--- config.mk ---
export PLATFORM = sky130hd
export DESIGN_NAME = demux_stream_1ton
export DESIGN_NICKNAME = d
export VERILOG_FILES = /design/src/rtl/demux_stream_1ton.sv
export SDC_FILE = /design/constraint.sdc
export NUM_CORES = 1
export LEC_CHECK = 0
export CORE_MARGIN = 1.5
export CORE_UTILIZATION = 35
export DETAILED_ROUTE_END_ITERATION = 10
export PLACE_DENSITY_LB_ADDON = 0.1
export SLEW_MARGIN = 10
export SYNTH_ARGS = -nofsm -noshare
export SYNTH_HDL_FRONTEND = slang
export SYNTH_SLANG_ARGS = --single-unit
--- constraint.sdc ---
create_clock -name clk -period 2.1 [get_ports clk]
set_clock_uncertainty 0.1 [all_clocks]
set_input_delay 0.42 -clock clk [delete_from_list [all_inputs] [get_ports clk]]
set_output_delay 0.42 -clock clk [all_outputs]
set_load 0.02 [all_outputs]
--- src/rtl/demux_stream_1ton.sv ---
// demux_stream_1ton
// Registered, flow-controlled 1-to-NUM_OUT word demultiplexer. A single holding register
// sits between the input handshake and the output lanes. This gives one cycle of latency
// and, because a drain and a load can happen on the same edge, full throughput.
//
// Ports:
//   clk        rising-edge clock
//   reset      synchronous, active-high reset
//   in_data    input word
//   in_valid   input word present
//   in_ready   block accepts in_data this cycle
//   in_sel     destination lane in select mode (ignored in round-robin mode)
//   out_data   lane i at [i*WORD_SIZE +: WORD_SIZE]; unselected lanes read zero
//   out_valid  one-hot or zero; lane holds a word
//   out_ready  per-lane downstream accept
//   cur_chan   round-robin pointer (always 0 in select mode)
//   sel_err    sticky: a word arrived with in_sel >= NUM_OUT
module demux_stream_1ton #(
   parameter int unsigned WORD_SIZE = 16,
   parameter int unsigned NUM_OUT   = 4,
   parameter int unsigned SEL_W     = $clog2(NUM_OUT),
   parameter int unsigned RR_MODE   = 0,
   parameter int unsigned BURST_LEN = 1
) (
   input  logic                          clk,
   input  logic                          reset,
   input  logic [WORD_SIZE-1:0]          in_data,
   input  logic                          in_valid,
   output logic                          in_ready,
   input  logic [SEL_W-1:0]              in_sel,
   output logic [NUM_OUT*WORD_SIZE-1:0]  out_data,
   output logic [NUM_OUT-1:0]            out_valid,
   input  logic [NUM_OUT-1:0]            out_ready,
   output logic [SEL_W-1:0]              cur_chan,
   output logic                          sel_err
);

   localparam logic [SEL_W:0]   NumOutExt = (SEL_W + 1)'(NUM_OUT);
   localparam logic [SEL_W-1:0] LastLane  = SEL_W'(NUM_OUT - 1);
   localparam logic [7:0]       BurstLast = 8'(BURST_LEN - 1);

   logic [WORD_SIZE-1:0] hold_data_q, hold_data_d;
   logic [SEL_W-1:0]     hold_dest_q, hold_dest_d;
   logic                 hold_full_q, hold_full_d;
   logic [SEL_W-1:0]     rr_ptr_q, rr_ptr_d;
   logic [7:0]           burst_cnt_q, burst_cnt_d;
   logic                 sel_err_q, sel_err_d;

   logic                 lane_ready;
   logic                 drain;
   logic                 accept;
   logic                 sel_bad;
   logic [SEL_W-1:0]     dest;

   // Ready of the lane currently addressed by the holding register. The loop avoids
   // indexing out_ready with an out-of-range value when NUM_OUT is not a power of 2.
   always_comb begin
      lane_ready = 1'b0;
      for (int i = 0; i < int'(NUM_OUT); i++) begin
         if (hold_dest_q == SEL_W'(i)) begin
            lane_ready = out_ready[i];
         end
      end
   end

   // in_ready depends only on register state and out_ready, never on in_valid.
   always_comb begin
      drain    = hold_full_q && lane_ready;
      in_ready = !hold_full_q || lane_ready;
      accept   = in_valid && in_ready;
      dest     = (RR_MODE != 0) ? rr_ptr_q : in_sel;
      sel_bad  = (RR_MODE == 0) && ({1'b0, in_sel} >= NumOutExt);
   end

   always_comb begin
      hold_data_d = hold_data_q;
      hold_dest_d = hold_dest_q;
      hold_full_d = hold_full_q;
      rr_ptr_d    = rr_ptr_q;
      burst_cnt_d = burst_cnt_q;
      sel_err_d   = sel_err_q;

      if (drain) begin
         hold_full_d = 1'b0;
      end

      if (accept) begin
         // A word with an invalid select completes its handshake but is discarded.
         if (sel_bad) begin
            sel_err_d = 1'b1;
         end else begin
            hold_data_d = in_data;
            hold_dest_d = dest;
            hold_full_d = 1'b1;
         end

         if (RR_MODE != 0) begin
            if (burst_cnt_q == BurstLast) begin
               burst_cnt_d = '0;
               rr_ptr_d    = (rr_ptr_q == LastLane) ? '0 : rr_ptr_q + 1'b1;
            end else begin
               burst_cnt_d = burst_cnt_q + 8'd1;
            end
         end
      end
   end

   always_ff @(posedge clk) begin
      if (reset) begin
         hold_data_q <= '0;
         hold_dest_q <= '0;
         hold_full_q <= 1'b0;
         rr_ptr_q    <= '0;
         burst_cnt_q <= '0;
         sel_err_q   <= 1'b0;
      end else begin
         hold_data_q <= hold_data_d;
         hold_dest_q <= hold_dest_d;
         hold_full_q <= hold_full_d;
         rr_ptr_q    <= rr_ptr_d;
         burst_cnt_q <= burst_cnt_d;
         sel_err_q   <= sel_err_d;
      end
   end

   // Outputs decode straight from the holding register, so they are stable under
   // backpressure and unselected lanes read zero.
   always_comb begin
      out_valid = '0;
      out_data  = '0;
      for (int i = 0; i < int'(NUM_OUT); i++) begin
         if (hold_full_q && (hold_dest_q == SEL_W'(i))) begin
            out_valid[i]                       = 1'b1;
            out_data[i*WORD_SIZE +: WORD_SIZE] = hold_data_q;
         end
      end
      cur_chan = rr_ptr_q;
      sel_err  = sel_err_q;
   end

endmodule

Word level (Yosys, flattened, before mapping)
Cells that the tools add are included.
{ "word_totals": {"register_bits": 19, "in_bits": 25} }
{ "op_classes": {"muxes": 14, "reduce_logical": 10, "n_eq_ne": 3} }
{ "op_table": {"columns": ["operator", "n"], "rows": [
  ["two-way mux 16 bit", 4],
  ["two-way mux 1 bit", 10],
  ["logical AND 1 bit", 6],
  ["equality test 2 bit, second input constant", 2],
  ["equality test 2 x 1 -> 1 bit, second input constant", 1],
  ["logical NOT 2 bit", 1],
  ["nonzero test 2 bit", 1],
  ["logical NOT 1 bit", 1],
  ["logical OR 1 bit", 1]
]} }

Logic depth before layout (Yosys ltp)
{ "logic_depth": {"depth_word": 8, "depth_mapped": 5} }

Worst setup path after synthesis
No wires, ideal clock.
{ "synth_path": {"path_kind": "flip-flop to output port", "from": "register hold_full_q", "to": "output out_data[10]", "stages_incl_launch_ff": 6, "path_buffers": 2, "t_arrival_ps": 1387, "path_slack_ps": 193, "required_time_ps": 1580, "cell_sequence": "dfxtp_1 > nor2b_1 > clkbuf_1 > and2b_4 > buf_2 > and2_1"} }
{ "synth_between": {"elab_chain_cells": 2} }
{ "synth_rtl": {"columns": ["item", "line", "rtl"], "rows": [
  ["from (decl)", "44", "logic hold_full_q, hold_full_d;"],
  ["from (signal assigned)", "119", "hold_full_q <= hold_full_d;"],
  ["logical AND 1 bit", "132", "if (hold_full_q && (hold_dest_q == SEL_W'(i))) begin"],
  ["two-way mux 16 bit", "132", null],
  ["to (decl)", "31", "output logic [NUM_OUT*WORD_SIZE-1:0] out_data,"]
]} }
Every way passes these cells.

Worst setup path after layout
{ "layout_path": {"from": "register hold_full_q", "to": "output out_data[8]"} }
Same word-level chain as after synthesis.

==> impl_results.md <==
* R2R depth at 6
* Post-CTS Hold Fix Bufs at 0
* Crit Path Class: reg2out
* Nets at 290
* Rows at 22
* Fmax at 494.7 MHz
* Fin. max-slew vios at 0
* Worst r2r dst: hold_data_q[14]
* Layout Cells excl Fill at 312
* CP max FO at 9
* Crit. End Element: output port
* Clock sinks at 19
* Status: complete, no violations
* Port Buffers at 93
* Period minus WS final at 2.021 ns
* Synth top area share at 27.31%
* DR pass1 iterations at 4
* Die W at 66.08 um
* GRT Util Overall at 20.09%
* Reg2reg setup slack at 0.34 ns
* Die extent in y at 66.08 um
* Main flop type after synthesis: dfxtp_1
* Ranking of synthesized cells by area: dfxtp_1 (27%), and2_1 (22%), nand2b_1 (16%)
* Clk root buf: clkbuf_8
* Setup ws final at 0.07854 ns
* RD Place Congestion at 0.6962
* Via count at 1431
* Yosys reg bits at 19
* Max cap viols at 0
* Commonest cells post-synth: and2_1 (50), nand2b_1 (36), mux2i_1 (20), dfxtp_1 (19), and3_1 (16)
* LEAKAGE at 1.307 nW
* PwrDens at 387.8 mW/mm2
* Area leader, netlist: dfxtp_1
* I/O pins at 97
* Post-DP HPWL at 2895 um
* Initial antenna violation count at 0
* Area growth syn-to-layout at 73.05%
* Synthesized cell area at 0.001393 mm2
* Mapped Cells at 167
* Die area at 0.004366 mm2
* Register area share after synthesis at 27.31%
* Antenna Nets Post-Route at 0
* VDD IR max at 0.0002419 V
* Largest net degree at the start of global routing at 38
* Min-delay worst type: reg2reg
* R2R Path Start: hold_dest_q[1]
* Post-synth EDFFs at 0
* Hold_sp: hold_data_q[0]
* Crit path launch: hold_full_q
* Final-report setup violation count at 0
* Cell variety after synth at 20
* Core Region at 0.003744 mm2
* Grt total ovfl at 0
* DRT Wirelength at 4197 um
* Residual DRC at 0
* Final hold viol count at 0
* Clock Tree Buf Depth at 2
* Hold-critical path depth at 2
* Synth Area per Inst at 8.339 um2
* Layout cell share with drive strength beyond 1 at 17.80%
* Vias per std cell at 4.587
* CTS buffer count at 3
* Fin crit share at 96.26%
* Vias in the first global route at 1406
* Drt wl/cell at 13.45 um
* Antenna fix cells at 0
* Critical Path AT at 1.50 ns
* Initial Util at 37.20%
* TritonCTS clock tree: built
* Worst EP required at 1.58 ns
* RSZ-0062 raised after global routing: no
* Worst setup slack after placement at -0.2860 ns
* Startpoint types: flop
* Ys Warns at 0
* Clock-pin transition on the worst setup and hold timing paths at 0.07 ns
* H-tree levels at 1
* DR iter-0 viols at 33
* Core Util, Final at 64.37%
* Fraction of registers with async set/reset at 0%
* Worst Hold Path EP: hold_data_q[0]
* Count leader, synth: and2_1
* First-pass GRT wire length at 6817 um
* Clk Latency, worst-skew pair at 0.25 ns
* DP Cell Count at 305
==> repair_timing <==
item / CTS / global route
buffers inserted: 3 / 0
cloned: 1 / 0
resized for setup: 104 / 22
setup endpoints to repair: 69 / 23
==> power breakdown <==
group | switching [W] | total [W] | internal [W]
sequential | 0.0000288 | 0.000416 | 0.000387
clock | 0.000123 | 0.000258 | 0.000135
combinational | 0.000118 | 0.000261 | 0.000143
total | 0.000269 | 0.000934 | 0.000665
==> metrics by stage <==
step                 TNS, ns  hold WS [ns]  cell area [um2]  total power (W)
floorplan                  0        0.3656             1400        0.0005575
global placement     -0.8834        0.3885             2399        0.0006726
detailed placement   -0.8146        0.3892             2399        0.0006763
CTS                 -0.01511        0.4120             2451        0.0009470
global route               0        0.4322             2410        0.0009841
finish                     0        0.4067             2410        0.0009344
==> cells in the final DEF, fill, tap and decap left out, drive strengths merged <==
master	instances
inv	1
nand2b	36
a22oi	1
a221oi	1
and2b	2
clkdlybuf4s15	7
clkbuf	14
dfxtp	19
buf	16
dlygate4sd2	50
a21oi	1
mux2i	20
conb	3
clkdlybuf4s50	24
and3	17
nor2b	2
and2	50
==> critical path: stages (launching register included) <==
cell and delay (ns):
dfxtp_2 0.35, nor2b_4 0.19, and2b_4 0.24, and2_1 0.14
dlygate4sd2_1 0.34
==> area by class of cell <==
cell class,count,area (um2)
fill,373,1334
tap,48,60.06
multi-input combinational,133,953.4
sequential,19,386.6
inverter,1,3.754
clock buffer,4,45.04
timing repair buffer,107,960.9
==> logic make-up (layout without fill, tap and decap cells) <==
logic type,Yosys count,count (layout),share of synthesized area (%)
compound gates,3,3,1.976
buf+inv,18,112,7.906
flops,19,19,27.31
mux,20,20,14.38
other cells,1,3,0.2693
simple gates,106,107,48.16
==> metal layers <==
metal / vias up / part of all wire [%] / track usage (%)
met5: - / 0 / 0
met4: 0 / 0.95 / 4.847
met3: 4 / 10 / 5.792
met2: 69 / 44 / 34.22
met1: 638 / 45 / 24.92
li1: 720 / - / -
==> worst max-delay path by stage <==
stage / end / slack [ns] / cells past startpoint
CTS: out_data[6] / -0.02 / 7
floorplan: out_data[10] / 0.19 / 5
detailed placement: in_ready / -0.29 / 4
global route: out_data[2] / 0.002 / 4
global placement: in_ready / -0.23 / 4
finish: out_data[8] / 0.08 / 4
==> sequential cells by signal, summed over array words and instances (netlist names) <==
| name | flops |
|---|---|
| hold_data_q | 16 |
| hold_dest_q | 2 |
| hold_full_q | 1 |
(Power assumes the default switching activity.)
